**src/rtl/inst_fetch_if.sv**
```systemverilog
// Fetch-to-decode handshake: the fetch unit is the master and presents one
// instruction per beat. The decoder is the slave and accepts it with out_ready.
interface inst_fetch_if;
    logic        out_valid;
    logic        out_ready;
    logic [31:0] out_inst;
    logic [31:0] out_pc;
    logic        out_fault;

    modport master (
        output out_valid,
        output out_inst,
        output out_pc,
        output out_fault,
        input  out_ready
    );

    modport slave (
        input  out_valid,
        input  out_inst,
        input  out_pc,
        input  out_fault,
        output out_ready
    );
endinterface

```
**src/rtl/inst_fetch.sv**
```systemverilog
// Instruction fetch unit. It owns the fetch PC, reads the combinational ROM,
// and buffers the words in a small circular prefetch queue for decode.
// Optional feature macro: IF_MISALIGN_TRAP_EN. When it is defined, a misaligned
// redirect target becomes a single fault entry instead of being silently aligned.
module inst_fetch #(
    parameter logic [31:0] RESET_PC  = 32'h0000_0000,
    parameter int unsigned ROM_BYTES = 4096,
    parameter int unsigned QDEPTH    = 2
) (
    input  logic               clk,
    input  logic               rst,
    output logic [31:0]        rom_addr,
    output logic               rom_en,
    input  logic [31:0]        rom_data,
    input  logic               redirect_valid,
    input  logic [31:0]        redirect_pc,
    inst_fetch_if.master       dec
);
    localparam int unsigned PtrW     = $clog2(QDEPTH);
    localparam int unsigned CntW     = PtrW + 1;
    localparam logic [31:0] LastAddr = 32'(ROM_BYTES - 4);
    localparam logic [31:0] Nop      = 32'h0000_0013;

    typedef enum logic [0:0] {StRun, StFault} state_e;

    state_e            state_q, state_d;
    logic [31:0]       fetch_pc_q, fetch_pc_d;
    logic              boot_q;
    logic [PtrW-1:0]   head_q, tail_q;
    logic [CntW-1:0]   count_q;
    logic [31:0]       inst_mem  [QDEPTH];
    logic [31:0]       pc_mem    [QDEPTH];
    logic              fault_mem [QDEPTH];

    logic              pop;
    logic              space;
    logic              push;
    logic              push_fault;
    logic              bad_addr;
    logic              not_empty;

    assign not_empty     = (count_q != '0) && !rst;
    assign dec.out_valid = not_empty;
    assign dec.out_inst  = not_empty ? inst_mem[head_q]  : Nop;
    assign dec.out_pc    = not_empty ? pc_mem[head_q]    : 32'h0;
    assign dec.out_fault = not_empty ? fault_mem[head_q] : 1'b0;
    assign rom_addr      = fetch_pc_q;

    // Handshake decode, range check, next PC and next state.
    always_comb begin
        state_d    = state_q;
        fetch_pc_d = fetch_pc_q;
        rom_en     = 1'b0;
        push       = 1'b0;
        push_fault = 1'b0;
        // A redirect cancels any acceptance in the same cycle.
        pop        = not_empty && dec.out_ready && !redirect_valid;
        space      = (count_q < CntW'(QDEPTH)) || (not_empty && dec.out_ready);
`ifdef IF_MISALIGN_TRAP_EN
        bad_addr   = (fetch_pc_q > LastAddr) || (fetch_pc_q[1:0] != 2'b00);
`else
        bad_addr   = (fetch_pc_q > LastAddr);
`endif
        if (redirect_valid) begin
            state_d = StRun;
`ifdef IF_MISALIGN_TRAP_EN
            fetch_pc_d = redirect_pc;
`else
            fetch_pc_d = redirect_pc & ~32'h3;
`endif
        end else if (state_q == StRun && !boot_q && space) begin
            if (bad_addr) begin
                push       = 1'b1;
                push_fault = 1'b1;
                state_d    = StFault;
            end else begin
                rom_en     = 1'b1;
                push       = 1'b1;
                fetch_pc_d = fetch_pc_q + 32'd4;
            end
        end
        if (rst) begin
            rom_en = 1'b0;
            push   = 1'b0;
            pop    = 1'b0;
        end
    end

    // FSM state, fetch PC and the post-reset idle cycle.
    always_ff @(posedge clk) begin
        boot_q <= rst;
        if (rst) begin
            state_q    <= StRun;
            fetch_pc_q <= RESET_PC;
        end else begin
            state_q    <= state_d;
            fetch_pc_q <= fetch_pc_d;
        end
    end

    // Queue pointers and occupancy; flushed by reset or redirect.
    always_ff @(posedge clk) begin
        if (rst || redirect_valid) begin
            head_q  <= '0;
            tail_q  <= '0;
            count_q <= '0;
        end else begin
            if (push) tail_q <= tail_q + PtrW'(1);
            if (pop)  head_q <= head_q + PtrW'(1);
            count_q <= count_q + CntW'(push) - CntW'(pop);
        end
    end

    // Queue storage; only written on a push, so the head is stable while stalled.
    always_ff @(posedge clk) begin
        if (push) begin
            inst_mem[tail_q]  <= push_fault ? Nop : rom_data;
            pc_mem[tail_q]    <= fetch_pc_q;
            fault_mem[tail_q] <= push_fault;
        end
    end
endmodule

```
**src/flat_wrapper.sv**
```systemverilog
// flat-port wrapper written by rule: the top's interface ports become plain ports
module inst_fetch_flat 
#(
    parameter logic [31:0] RESET_PC  = 32'h0000_0000,
    parameter int unsigned ROM_BYTES = 4096,
    parameter int unsigned QDEPTH    = 2
)
  (clk, rst, rom_addr, rom_en, rom_data, redirect_valid, redirect_pc, dec_out_valid, dec_out_inst, dec_out_pc, dec_out_fault, dec_out_ready);
  inst_fetch_if dec_i ();
  input  logic clk;
  input  logic rst;
  output logic [31:0] rom_addr;
  output logic rom_en;
  input  logic [31:0] rom_data;
  input  logic redirect_valid;
  input  logic [31:0] redirect_pc;
  output wire logic [$bits(dec_i.out_valid)-1:0] dec_out_valid;
  output wire logic [$bits(dec_i.out_inst)-1:0] dec_out_inst;
  output wire logic [$bits(dec_i.out_pc)-1:0] dec_out_pc;
  output wire logic [$bits(dec_i.out_fault)-1:0] dec_out_fault;
  input wire logic [$bits(dec_i.out_ready)-1:0] dec_out_ready;
  assign dec_out_valid = dec_i.out_valid;
  assign dec_out_inst = dec_i.out_inst;
  assign dec_out_pc = dec_i.out_pc;
  assign dec_out_fault = dec_i.out_fault;
  assign dec_i.out_ready = dec_out_ready;
  inst_fetch #(.RESET_PC(RESET_PC), .ROM_BYTES(ROM_BYTES), .QDEPTH(QDEPTH)) u_core (.clk(clk), .rst(rst), .rom_addr(rom_addr), .rom_en(rom_en), .rom_data(rom_data), .redirect_valid(redirect_valid), .redirect_pc(redirect_pc), .dec(dec_i));
endmodule
```
**config.mk**
```make
export PLATFORM = sky130hd
export DESIGN_NAME = inst_fetch_flat
export DESIGN_NICKNAME = d
export VERILOG_FILES = /design/src/rtl/inst_fetch_if.sv /design/src/rtl/inst_fetch.sv /design/src/flat_wrapper.sv
export SDC_FILE = /design/constraint.sdc
export NUM_CORES = 1
export LEC_CHECK = 0
export ABC_AREA = 1
export BUFFER_PORTS_ARGS = -buffer_cell sky130_fd_sc_hd__buf_4
export CORE_AREA = 2 2 119 121
export CTS_CLUSTER_SIZE = 30
export DETAILED_ROUTE_END_ITERATION = 8
export DIE_AREA = 0 0 121 123
export PLACE_DENSITY = 0.79
export SYNTH_ARGS = -nofsm -noshare
export SYNTH_HDL_FRONTEND = slang
export SYNTH_SLANG_ARGS = --single-unit
```
**constraint.sdc**
```tcl
create_clock -name clk -period 5.14 [get_ports clk]
set_input_delay 0.771 -clock clk [delete_from_list [all_inputs] [get_ports clk]]
set_output_delay 0.771 -clock clk [all_outputs]
set_load 0.01 [all_outputs]
```
* Yosys cells after proc, flatten, opt, wreduce, memory -nomap -nowiden
Memories as Yosys holds them, arrays and structs flattened. A register that Yosys moved wholly into a read port is not among the register bits.
Index checks and enable logic that the tools add are counted.
W data, S select, Z words.
** Storage, ports and cells
- Memories :: 3
- Bits in registers :: 38
- Bits in writable memories :: 130
- Input bits :: 68
** Memories
- u_core.inst_mem :: words 2, width 32, read ports 1, clocked after memory_dff 1, wr ports 1, RTL line inst_fetch.sv:31 : logic [31:0] inst_mem [QDEPTH];
- u_core.pc_mem :: words 2, width 32, read ports 1, clocked after memory_dff 1, wr ports 1, RTL line inst_fetch.sv:32 : logic [31:0] pc_mem [QDEPTH];
- u_core.fault_mem :: words 2, width 1, read ports 1, clocked after memory_dff 1, wr ports 1, RTL line inst_fetch.sv:33 : logic fault_mem [QDEPTH];
** Cells by class
- Equality and inequality tests :: 1
- Reduce and logical (&&, ||, !) cells :: 16
- Magnitude comparators :: 2
- Bitwise logic cells :: 2
- Add/sub/neg operators :: 5
- Multiplexer cells :: 26
** Operator list (count)
- $mux W32 :: 6
- $add A32 B3 Y32 const B :: 1
- $gt A32 B12 Y1 const B :: 1
- $mux W1 :: 20
- $reduce_and A2 Y1 :: 3
- $logic_and A1 B1 Y1 :: 5
- $reduce_bool A2 Y1 :: 2
- $logic_not A1 Y1 :: 3
- $add A1 B1 Y1 const B :: 2
- $add A2 B1 Y2 :: 1
- $logic_or A1 B1 Y1 :: 2
- $lt A2 B2 Y1 const B :: 1
- $ne A2 B2 Y1 const B :: 1
- $not A1 Y1 :: 2
- $reduce_or A2 Y1 :: 1
- $sub A2 B1 Y2 :: 1

* Depth between registers and ports, before layout
Gate-level depths: netlist of the first run.
- Word-level depth :: 10
- Gate-level depth with buffers :: 11
- Mapped depth without buffers :: 10

* Least setup slack after synthesis of the first run
No wires, ideal clock.
- Path kind :: input -> register
- Start point :: input rst
- End point :: memory u_core.fault_mem[0] (enable)
- Arrival :: 4.061 ns
- Setup time :: 0.484 ns
- Cell stages on the path :: 8
- Setup slack :: 0.595 ns
- Path buffers :: 1
- Data required time :: 4.656 ns
- Cells stage by stage :: buf_4 inv_6 nand3_4 nand2_2 nand2_4 nor2_1 inv_1 nor2_1
** On the way
- Cells in the longest elaborated chain, start to end :: 10
** Ends and longest elaborated chain
- start: declaration :: RTL line flat_wrapper.sv:11 : input logic rst;
- $logic_not A1 Y1 :: RTL line inst_fetch.sv:42 : assign not_empty = (count_q != '0) && !rst;
- $logic_and A1 B1 Y1 :: RTL line inst_fetch.sv:42
- $logic_and A1 B1 Y1 :: RTL line inst_fetch.sv:58 : space = (count_q < CntW'(QDEPTH)) || (not_empty && dec.out_ready);
- $logic_or A1 B1 Y1 :: RTL line inst_fetch.sv:58
- $logic_and A1 B1 Y1 :: RTL line inst_fetch.sv:71 : end else if (state_q == StRun && !boot_q && space) begin
- $mux W1 :: RTL line inst_fetch.sv:71
- $mux W1 :: RTL line inst_fetch.sv:64 : if (redirect_valid) begin
- $mux W1 (*) :: RTL line inst_fetch.sv:82 : if (rst) begin
- net u_core.push :: RTL line inst_fetch.sv:37 : logic push;
- $mux W1 (*) :: RTL line inst_fetch.sv:116 : if (push) begin
- $mux W1 (implied by the code) (*) :: RTL line inst_fetch.sv:119 : fault_mem[tail_q] <= push_fault;
- end: declaration :: RTL line inst_fetch.sv:33
The timed path passes the listed nets; every way through them passes the cells marked *.

* Worst setup path in the final report of the first run
- Start point :: input rst
- End point :: output dec_out_pc[31]
** On the way
- Cells in the longest elaborated chain, start to end :: 3
** Ends and longest elaborated chain
- $logic_not A1 Y1 :: RTL line inst_fetch.sv:42
- $logic_and A1 B1 Y1 :: RTL line inst_fetch.sv:42
- $mux W32 :: RTL line inst_fetch.sv:45 : assign dec.out_pc = not_empty ? pc_mem[head_q] : 32'h0;
- end: declaration :: RTL line flat_wrapper.sv:19 : output wire logic [$bits(dec_i.out_pc)-1:0] dec_out_pc;
No other way between the ends.

==> reports/metrics.cfg, run 1 <==
[power]
leakage_nw = 4.22
seqPwrFrac = 0.496
vdd_drop_max_v = 0.000198
clockPowerShare = 0.436
comb_power_share = 0.068
swShare = 0.210
cellPowerDensity_nw_per_um2 = 329
power_w = 0.00300
p_sw_w = 0.000629
p_int_w = 0.00237

[floorplanning]
core_area_um2 = 13600
top_level_ports = 167
die_h_um = 123
rows = 43
die_area_um2 = 14900
start_util = 0.526
die_w_um = 121

[yosys]
yosysWarningCount = 0
yosys_most_used_dff = edfxtp_1
synth-edff-count = 126
ys_ff_latch = 163
synth_cell_types = 29
synth-xor-area-share = 0.00244
yosys.area_share.simple = 0.149
synthMuxAreaShare = 0.0943
synth_compound_area_frac = 0.0325
synth_area_um2 = 7170
yosysSeqAreaShare = 0.631
avgSynthCellArea_um2 = 10.7
synthAdderAreaFrac = 0.00524
syn-instance-count = 672
ys_async_sr_fraction = 0
synth_top_family_by_area = simple AND/OR/NAND/NOR gates

[clock_tree]
numCtsBuffers = 17
post-cts-setup-buffers = 0
hold_buffers = 0
cts_sinks = 163
cts-htree-levels = 4
tritoncts = done
clockBufferDepth = 2
clock_latency_ns = 0.42
cts_root_buf = clkbuf_16
path_clk_slew_ns = 0.06
cts_resized = 0

[critical_path]
slowest_stage = inv_2
cp-start-kind = input pin
cp-end-kind = output pin
worst-path-buf-inv = 6
crit_top_cell = buf_4
crit_path_max_incr_delay_ns = 0.56
arrival_ns = 2.45
path_cells = buf_4, inv_6, nand2_1, inv_2, buf_4, nand2_1, inv_1, buf_4
critical_path_class = input pin to output pin
crit_required_ns = 4.37
cp_top_family = buffers and inverters
cp_max_fo = 42
r2r_setup_slack_ns = 2.75

[layout]
design_area_um2 = 9110
utilization = 0.669
mostFrequentLayoutCells = 182 x nand2_1, 163 x buf_4, 126 x edfxtp_1, 108 x inv_1, 60 x mux2_2
drive_above_1_share = 0.329
n_antenna_cell = 0
synthToLayoutAreaGrowth_pct = 27.2
n_fill_cell = 1053
final_nets = 898
final_common_cell = nand2_1

[sta]
final_hold_viol_count = 0
finalSetupTns_ns = 0
finClkSkew_ns = 0.0106
report.final.slew_viol_count = 0
min_period_ns = 3.22
timing.fmax_mhz = 310
fin_crit_sh = 0.627
setup_viol = 0
tightest_slew_ns = 0.870
rsz0062_at_grt = no
slew_headroom = 0.420

[placed_design]
gp_congestion = 0.796
port_buffers = 160
dp.final_hpwl_um = 9390
dpl_cell_area_um2 = 8480

[global_routing]
grt_pass1_vias = 4750
grt_max_degree = 67
antenna_found_initial = 0
grt_first_pass_wirelength_um = 22900
gr-total-overflow = 0
grtUsageTotal = 0.202

[detailed_routing]
antenna_left = 0
drt_iter0_markers = 295
wl_per_cell_um = 14.2
drt_wl_total_um = 14500
vias = 5003
drc_errors = 0
drt_first_pass_iters = 5
via_per_inst = 4.90

[min_path]
min_path_type = register to register

[run_status]
status = finished clean

[run]
cap_violations = 0

[final cells by class]
class	instances	area [µm²]	area share
clock inverters	10	114	0.0125
flip-flops and latches	163	4530	0.497
repair buffers	164	1240	0.136
well taps	180	225	0.0247
clock buffers	22	518	0.0568
inverters	112	425	0.0467
multi-input cells	369	2060	0.226
[cells in the mapped netlist (4+ instances only)]
cell type	instances	area share
edfxtp_1	126	0.53
buf_6	5	0.0079
or2_2	4	0.0035
nor2_1	34	0.018
clkbuf_1	10	0.0052
buf_4	5	0.0052
inv_1	108	0.057
dfxtp_1	37	0.10
nand3_1	24	0.017
a21oi_1	31	0.022
buf_2	9	0.0063
mux2_2	60	0.094
nand2_1	182	0.095
o21ai_0	8	0.0056
nand2_4	4	0.0063
[cells by family after synthesis]
| family | count (synthesis) |
|---|---|
| AO/OA/AOI/OAI | 44 |
| multiplexers | 60 |
| AND/OR/NAND/NOR | 256 |
| XOR/XNOR | 2 |
| other | 1 |
| flip-flops | 163 |
| buffers and inverters | 143 |
| adder cells (fa/ha/maj) | 3 |
[tightest hold or removal path: stages (launching register included)]
cell and delay, ns:
dfxtp_1 0.29, inv_1 0.08, a21oi_1 0.06
[registers in the layout (all words and copies together), names as in the netlist, named ones only]
signal,count
u_core.pc_mem,60
u_core.head_q,1
u_core.rom_addr,30
u_core.tail_q,1
u_core.state_q,1
u_core.count_q,2
u_core.fault_mem,2
u_core.inst_mem,64
u_core.boot_q,1
[power by group through the flow]
stage               sequential, W  combinational, W  clock, W
floorplan                 0.00151          0.000115         0
global route              0.00149          0.000229   0.00138
CTS                       0.00149          0.000208   0.00132
finish                    0.00149          0.000205   0.00131
detailed placement        0.00151          0.000207         0
global placement          0.00151          0.000202         0
[routing by layer]
| metal | wire (µm) | vias up | global-route usage |
|---|---|---|---|
| met5 | 0 | - | 0 |
| met2 | 7300 | 174 | 0.341 |
| met3 | 936 | 16 | 0.0563 |
| met4 | 122 | 0 | 0.0625 |
| li1 | - | 2473 | - |
| met1 | 6120 | 2340 | 0.254 |
[final timing paths]
kind / startpoint / to / depth (start not counted)
setup / recovery: rst / dec_out_pc[31] / 8
setup reg to reg: u_core.count_q[1]$_SDFF_PP0_ / u_core.inst_mem[0][31]$_DFFE_PP_ / 9
hold / removal: u_core.head_q$_SDFFE_PP0P_ / register / 2
hold reg to reg: u_core.head_q$_SDFFE_PP0P_ / register / 2
[per-stage QoR]
stage	setup slack, ns	hold slack [ns]	std cells
finish	1.92	0.473	1020
global route	1.76	0.520	1020
CTS	1.90	0.468	1020
detailed placement	1.89	0.457	988
global placement	1.90	0.449	988
floorplan	0.595	0.437	675
Note: power is estimated with default switching activity, not from simulation.
==> run 2, diff against run 1 <==
- CORE_AREA: 2 2 119 121 -> 2 2 124 126
- DIE_AREA: 0 0 121 123 -> 0 0 126 128
- PLACE_DENSITY: 0.79 -> 0.76
- clock period: 5.14 -> 2.58 ns (I/O delays scaled with it)
==> run 2 against run 1 <==
Net effect:
- via count down 0.26%
- design area about the same
- sequential power increased by 99%
- clock-buffer cell count is 1 lower
- utilization decreased by 5.6 points
- die area up 8.4%
- global-route usage decreased by 1.6 points
- routed wire length increased by 2.3%
- sequential share of layout area is essentially flat
- critical path type is now register to output pin
- hold slack worse by 0.28 ns
==> reports/metrics.cfg, run 2 (synthesis gave the netlist of run 1 again) <==
[power]
vdd_drop_max_v = 0.000420  ; +110%
power_w = 0.00576  ; +92%
clockPowerShare = 0.414  ; -0.022
p_sw_w = 0.00123  ; +95%
seqPwrFrac = 0.514  ; +0.018
swShare = 0.213  ; +0.00301
p_int_w = 0.00454  ; +91%
leakage_nw = 4.20  ; -0.45%
comb_power_share = 0.072  ; +0.004
cellPowerDensity_nw_per_um2 = 632  ; +92%

[layout]
mostFrequentLayoutCells = 182 x nand2_1, 163 x buf_4, 126 x edfxtp_1, 108 x inv_1, 60 x mux2_2
drive_above_1_share = 0.327  ; -0.00117
largest_reg_flops = 64  ; unchanged
final_nets = 901  ; +0.33%
regMostFlops = u_core.inst_mem
synthToLayoutAreaGrowth_pct = 27.2  ; about the same
n_fill_cell = 1251  ; +19%
final_common_cell = nand2_1
n_antenna_cell = 0  ; unchanged
stdcell_count = 1031  ; +1.1%

[floorplanning]
die_w_um = 126  ; +4.1%
start_util = 0.482  ; -0.0444
rows = 45  ; +4.7%
top_level_ports = 167  ; unchanged
core_area_um2 = 14900  ; +9.2%
die_area_um2 = 16100  ; +8.4%
die_h_um = 128  ; +4.1%

[detailed_routing]
drt_first_pass_iters = 4  ; -1
antenna_left = 0  ; unchanged
drt_iter0_markers = 236  ; -20%
drc_errors = 0  ; unchanged
vias = 4990  ; -0.26%
via_per_inst = 4.84  ; -1.3%
drt_wl_total_um = 14800  ; +2.3%
wl_per_cell_um = 14.4  ; +1.2%

[sta]
holdWs_ns = 0.196  ; -0.277 ns
timing.fmax_mhz = 469
finClkSkew_ns = 0.00715  ; -0.00349 ns
slew_headroom = 0.605  ; +0.185
final_hold_viol_count = 0  ; unchanged
tightest_slew_ns = 0.592  ; -0.278 ns
min_period_ns = 2.13
setup_viol = 0  ; unchanged
report.final.slew_viol_count = 0  ; unchanged
fin_crit_sh = 0.826
fin_ws_ns = 0.449  ; -1.47 ns
rsz0062_at_grt = no

[clock_tree]
cts-htree-levels = 4  ; unchanged
numCtsBuffers = 17  ; unchanged
post-cts-setup-buffers = 0  ; unchanged
cts_sinks = 163  ; unchanged
cts_root_buf = clkbuf_16
clockBufferDepth = 2  ; unchanged
hold_buffers = 0  ; unchanged
path_clk_slew_ns = 0.06  ; about the same
tritoncts = done
clock_latency_ns = 0.41  ; about the same
cts_resized = 0  ; unchanged

[placed_design]
gp_congestion = 0.812  ; +2.0%
port_buffers = 160  ; unchanged
preCtsSetupSlack_ns = 0.477  ; -1.42 ns
dp.final_hpwl_um = 9300  ; -0.91%
dp.cells = 999  ; +1.1%

[run_status]
status = finished clean

[critical_path]
r2r_cells = 9  ; unchanged
cp-end-kind = output pin
rr_startpoint = u_core.count_q[1]$_SDFF_PP0_
timing.rr.end = u_core.inst_mem[1][7]$_DFFE_PP_
critical_path_class = register to output pin
crit_required_ns = 2.19  ; -2.18 ns
r2r_setup_slack_ns = 0.73  ; -2.02 ns
cp_max_fo = 66  ; +57%
arrival_ns = 1.74  ; -0.71 ns
endpoint = dec_out_inst[13]
cp-start-kind = register

[global_routing]
grt_max_degree = 67  ; unchanged
gr-total-overflow = 0  ; unchanged
grtUsageTotal = 0.186  ; -0.0163
grt_pass1_vias = 4683  ; -1.4%
antenna_found_initial = 0  ; unchanged
grt_first_pass_wirelength_um = 23100  ; +0.93%

[min_path]
hold_depth = 3  ; +1
min_path_type = input pin to register

[run]
cap_violations = 0  ; unchanged

==> run 2: worst max-delay path, stage by stage, from the launching register on <==
cell and delay, ns:
dfxtp_4 0.35, buf_12 0.32, mux2_2 0.38, nand2_1 0.07, inv_1 0.04, buf_4 0.13
==> run 2: area by class of cell <==
cell class	instances	area, µm²	share of cell area
Clock inverter	11	113	0.0124
Tap cell	188	235	0.0258
Sequential cell	163	4530	0.497
Multi-Input combinational cell	369	2060	0.226
Inverter	112	425	0.0467
Clock buffer	21	450	0.0494
Timing Repair Buffer	167	1300	0.143
==> run 2: worst min-delay path by stage <==
| stage | startpoint | end | slack [ns] |
|---|---|---|---|
| 6_report | redirect_pc[19] | u_core.rom_addr[19]$_SDFFE_PP0P_ | 0.20 |
| 3_3_place_gp | u_core.head_q$_SDFFE_PP0P_ | register | 0.45 |
| 5_1_grt | redirect_pc[19] | u_core.rom_addr[19]$_SDFFE_PP0P_ | 0.19 |
| 2_1_floorplan | rst | u_core.boot_q$_DFF_P_ | 0.41 |
| 4_1_cts | redirect_pc[19] | u_core.rom_addr[19]$_SDFFE_PP0P_ | 0.18 |
| 3_5_place_dp | u_core.state_q$_SDFFE_PP0P_ | u_core.state_q$_SDFFE_PP0P_ | 0.46 |
==> run 2: power by group through the flow <==
| stage | combinational, W | sequential [W] | clock [W] |
|---|---|---|---|
| after floorplan | 0.000230 | 0.00301 | 0 |
| after global placement | 0.000412 | 0.00301 | 0 |
| after detailed placement | 0.000419 | 0.00302 | 0 |
| after CTS | 0.000422 | 0.00296 | 0.00243 |
| after global routing | 0.000463 | 0.00297 | 0.00254 |
| final | 0.000416 | 0.00296 | 0.00239 |
==> run 2: through the flow <==
stage | TNS, ns | cell area [µm²] | util
finish | 0 | 9110 | 0.613
global route | 0 | 9110 | 0.613
CTS | 0 | 9110 | 0.613
detailed placement | 0 | 8550 | 0.575
global placement | 0 | 8550 | 0.575
floorplan | -67.16 | 7180 | -
==> run 2: routing by layer <==
| metal | share of wire | vias to the layer above | GRT usage |
|---|---|---|---|
| li1 | - | 2480 | - |
| met1 | 0.43 | 2329 | 0.233 |
| met2 | 0.49 | 155 | 0.314 |
| met3 | 0.054 | 26 | 0.0417 |
| met4 | 0.021 | 0 | 0.0756 |
| met5 | 0 | - | 0 |
==> run 3, diff against run 2 <==
- clock period: 2.58 -> 1.9 ns (I/O delays scaled with it)
==> run 3 against run 2 <==
Net effect:
- the flow now finishes with violations (negative setup slack)
- clock-buffer cell count decreased by 1
- die area unchanged
- clock power increased by 41%
- sequential cell count unchanged
- combinational power increased by 66%
- utilization increased by 8.3 points
- final cell count increased by 3.9%
- register-to-register slack got worse by 0.60 ns
- sequential power increased by 36%
- non-clock buffer count increased by 40
- setup slack got worse by 0.51 ns
- sequential share of layout area decreased by 5.9 points
- largest cell class unchanged
- largest power group unchanged
- highest routed layer unchanged
==> reports/metrics.cfg, run 3 (synthesis gave the netlist of run 1 again) <==
[floorplanning]
core_area_um2 = 14900  ; unchanged
start_util = 0.482  ; unchanged
die_h_um = 128  ; unchanged
die_w_um = 126  ; unchanged
rows = 45  ; unchanged
top_level_ports = 167  ; unchanged
die_area_um2 = 16100  ; unchanged

[clock_tree]
tritoncts = done
clock_latency_ns = 0.42  ; about the same
clockBufferDepth = 2  ; unchanged
cts-htree-levels = 4  ; unchanged
cts_root_buf = clkbuf_16
path_clk_slew_ns = 0.06  ; about the same
cts_sinks = 163  ; unchanged
hold_buffers = 0  ; unchanged
numCtsBuffers = 17  ; unchanged

[global_routing]
grtUsageTotal = 0.195  ; +0.00910
antenna_found_initial = 0  ; unchanged
grt_first_pass_wirelength_um = 24100  ; +4.0%
gr-total-overflow = 0  ; unchanged
grt_max_degree = 40  ; -40%
grt_pass1_vias = 4706  ; +0.49%

[layout]
largest_reg_flops = 64  ; unchanged
final_common_cell = edfxtp_1
final_nets = 941  ; +4.4%
synthToLayoutAreaGrowth_pct = 44.4
regMostFlops = u_core.inst_mem
n_antenna_cell = 0  ; unchanged
utilization = 0.696  ; +0.0831
mostFrequentLayoutCells = 126 x edfxtp_1, 124 x nand2_1, 122 x buf_4, 66 x buf_6
drive_above_1_share = 0.495  ; +0.168

[detailed_routing]
wl_per_cell_um = 16.7  ; +16%
via_per_inst = 4.96  ; +2.5%
drt_iter0_markers = 314  ; +33%
drt_first_pass_iters = 5  ; +1
antenna_left = 0  ; unchanged
drt_wl_total_um = 17900  ; +21%
vias = 5315  ; +6.5%
drc_errors = 0  ; unchanged

[run_status]
violations = negative setup slack
status = finished with violations

[sta]
report.final.slew_viol_count = 0  ; unchanged
timing.fmax_mhz = 509
setup_viol = 44  ; +44
fin_ws_ns = -0.0648  ; -0.514 ns
min_period_ns = 1.96
rsz0062_at_grt = yes
finClkSkew_ns = 0.00946  ; +0.00231 ns
fin_crit_sh = 1.03
final_hold_viol_count = 0  ; unchanged

[critical_path]
arrival_ns = 1.68  ; -0.06 ns
crit_required_ns = 1.62  ; -0.57 ns
cp-start-kind = register
critical_path_class = register to output pin
cp-end-kind = output pin
cp_max_fo = 7  ; -89%

[placed_design]
dp.final_hpwl_um = 10200  ; +10%
gp_congestion = 0.804  ; -0.97%
port_buffers = 160  ; unchanged
preCtsSetupSlack_ns = 0.141  ; -0.337 ns

[min_path]
min_path_type = input pin to register

[power]
leakage_nw = 4.65  ; +11%
vdd_drop_max_v = 0.000560  ; +33%
cellPowerDensity_nw_per_um2 = 779  ; +23%

[run]
cap_violations = 0  ; unchanged

[run 3: what timing repair did]
item | 4_1_cts | 5_1_grt
endpoints found under the setup margin | 44 | 66
gates cloned | 1 | 11
endpoints found under the hold margin | 0 | 0
pin swaps | 0 | 16
gates resized for setup | 5 | 259
setup buffers | 0 | 14
[run 3: path summary, 6_finish.rpt]
path | from | endpoint | slack [ns] | depth (start not counted)
max | register | dec_out_pc[30] | -0.06 | 6
min reg2reg | u_core.head_q$_SDFFE_PP0P_ | register | 0.47 | 2
min | redirect_pc[22] | u_core.rom_addr[22]$_SDFFE_PP0P_ | 0.09 | 3
max reg2reg | u_core.rom_addr[12]$_SDFFE_PP0P_ | u_core.inst_mem[1][1]$_DFFE_PP_ | 0.13 | 7
[run 3: cell type report]
class                      instances  area (µm²)
clock buffer                      20         437
multi-input combinational        369        2470
fill                            1077        4520
clock inverter                    12         139
timing repair buffer             207        2090
tap                              188         235
inverter                         112         440
sequential                       163        4530
[run 3: stage by stage]
stage	cells	power (W)	instance area, µm²	TNS, ns	hold WS, ns
2_1_floorplan	675	0.00441	7220	-43.09	0.313
3_3_place_gp	1013	0.00468	8690	0	0.456
3_5_place_dp	1013	0.00470	8690	0	0.457
4_1_cts	1046	0.00801	9320	-1.24	0.0750
5_1_grt	1071	0.00834	10300	-4.13	0.110
6_report	1071	0.00807	10300	-1.09	0.0924
[run 3: routing by layer]
layer | vias to the layer above | global-route usage | share of wire
met4 | 0 | 0.0646 | 0.012
met1 | 2551 | 0.240 | 0.41
li1 | 2564 | - | -
met2 | 181 | 0.340 | 0.53
met5 | - | 0 | 0
met3 | 19 | 0.0455 | 0.049
[run 3: critical path: stages, from the launching register on]
cell and delay [ns]:
dfxtp_4 0.41, buf_6 0.15, clkbuf_16 0.17, mux2_4 0.31
nand2_2 0.07, inv_2 0.04, buf_6 0.11
[run 3: power breakdown]
group | switching (W) | leakage (nW) | internal [W]
Sequential | 0.0000696 | 1.45 | 0.00395
Combinational | 0.000359 | 2.92 | 0.000333
Clock | 0.00132 | 0.274 | 0.00204
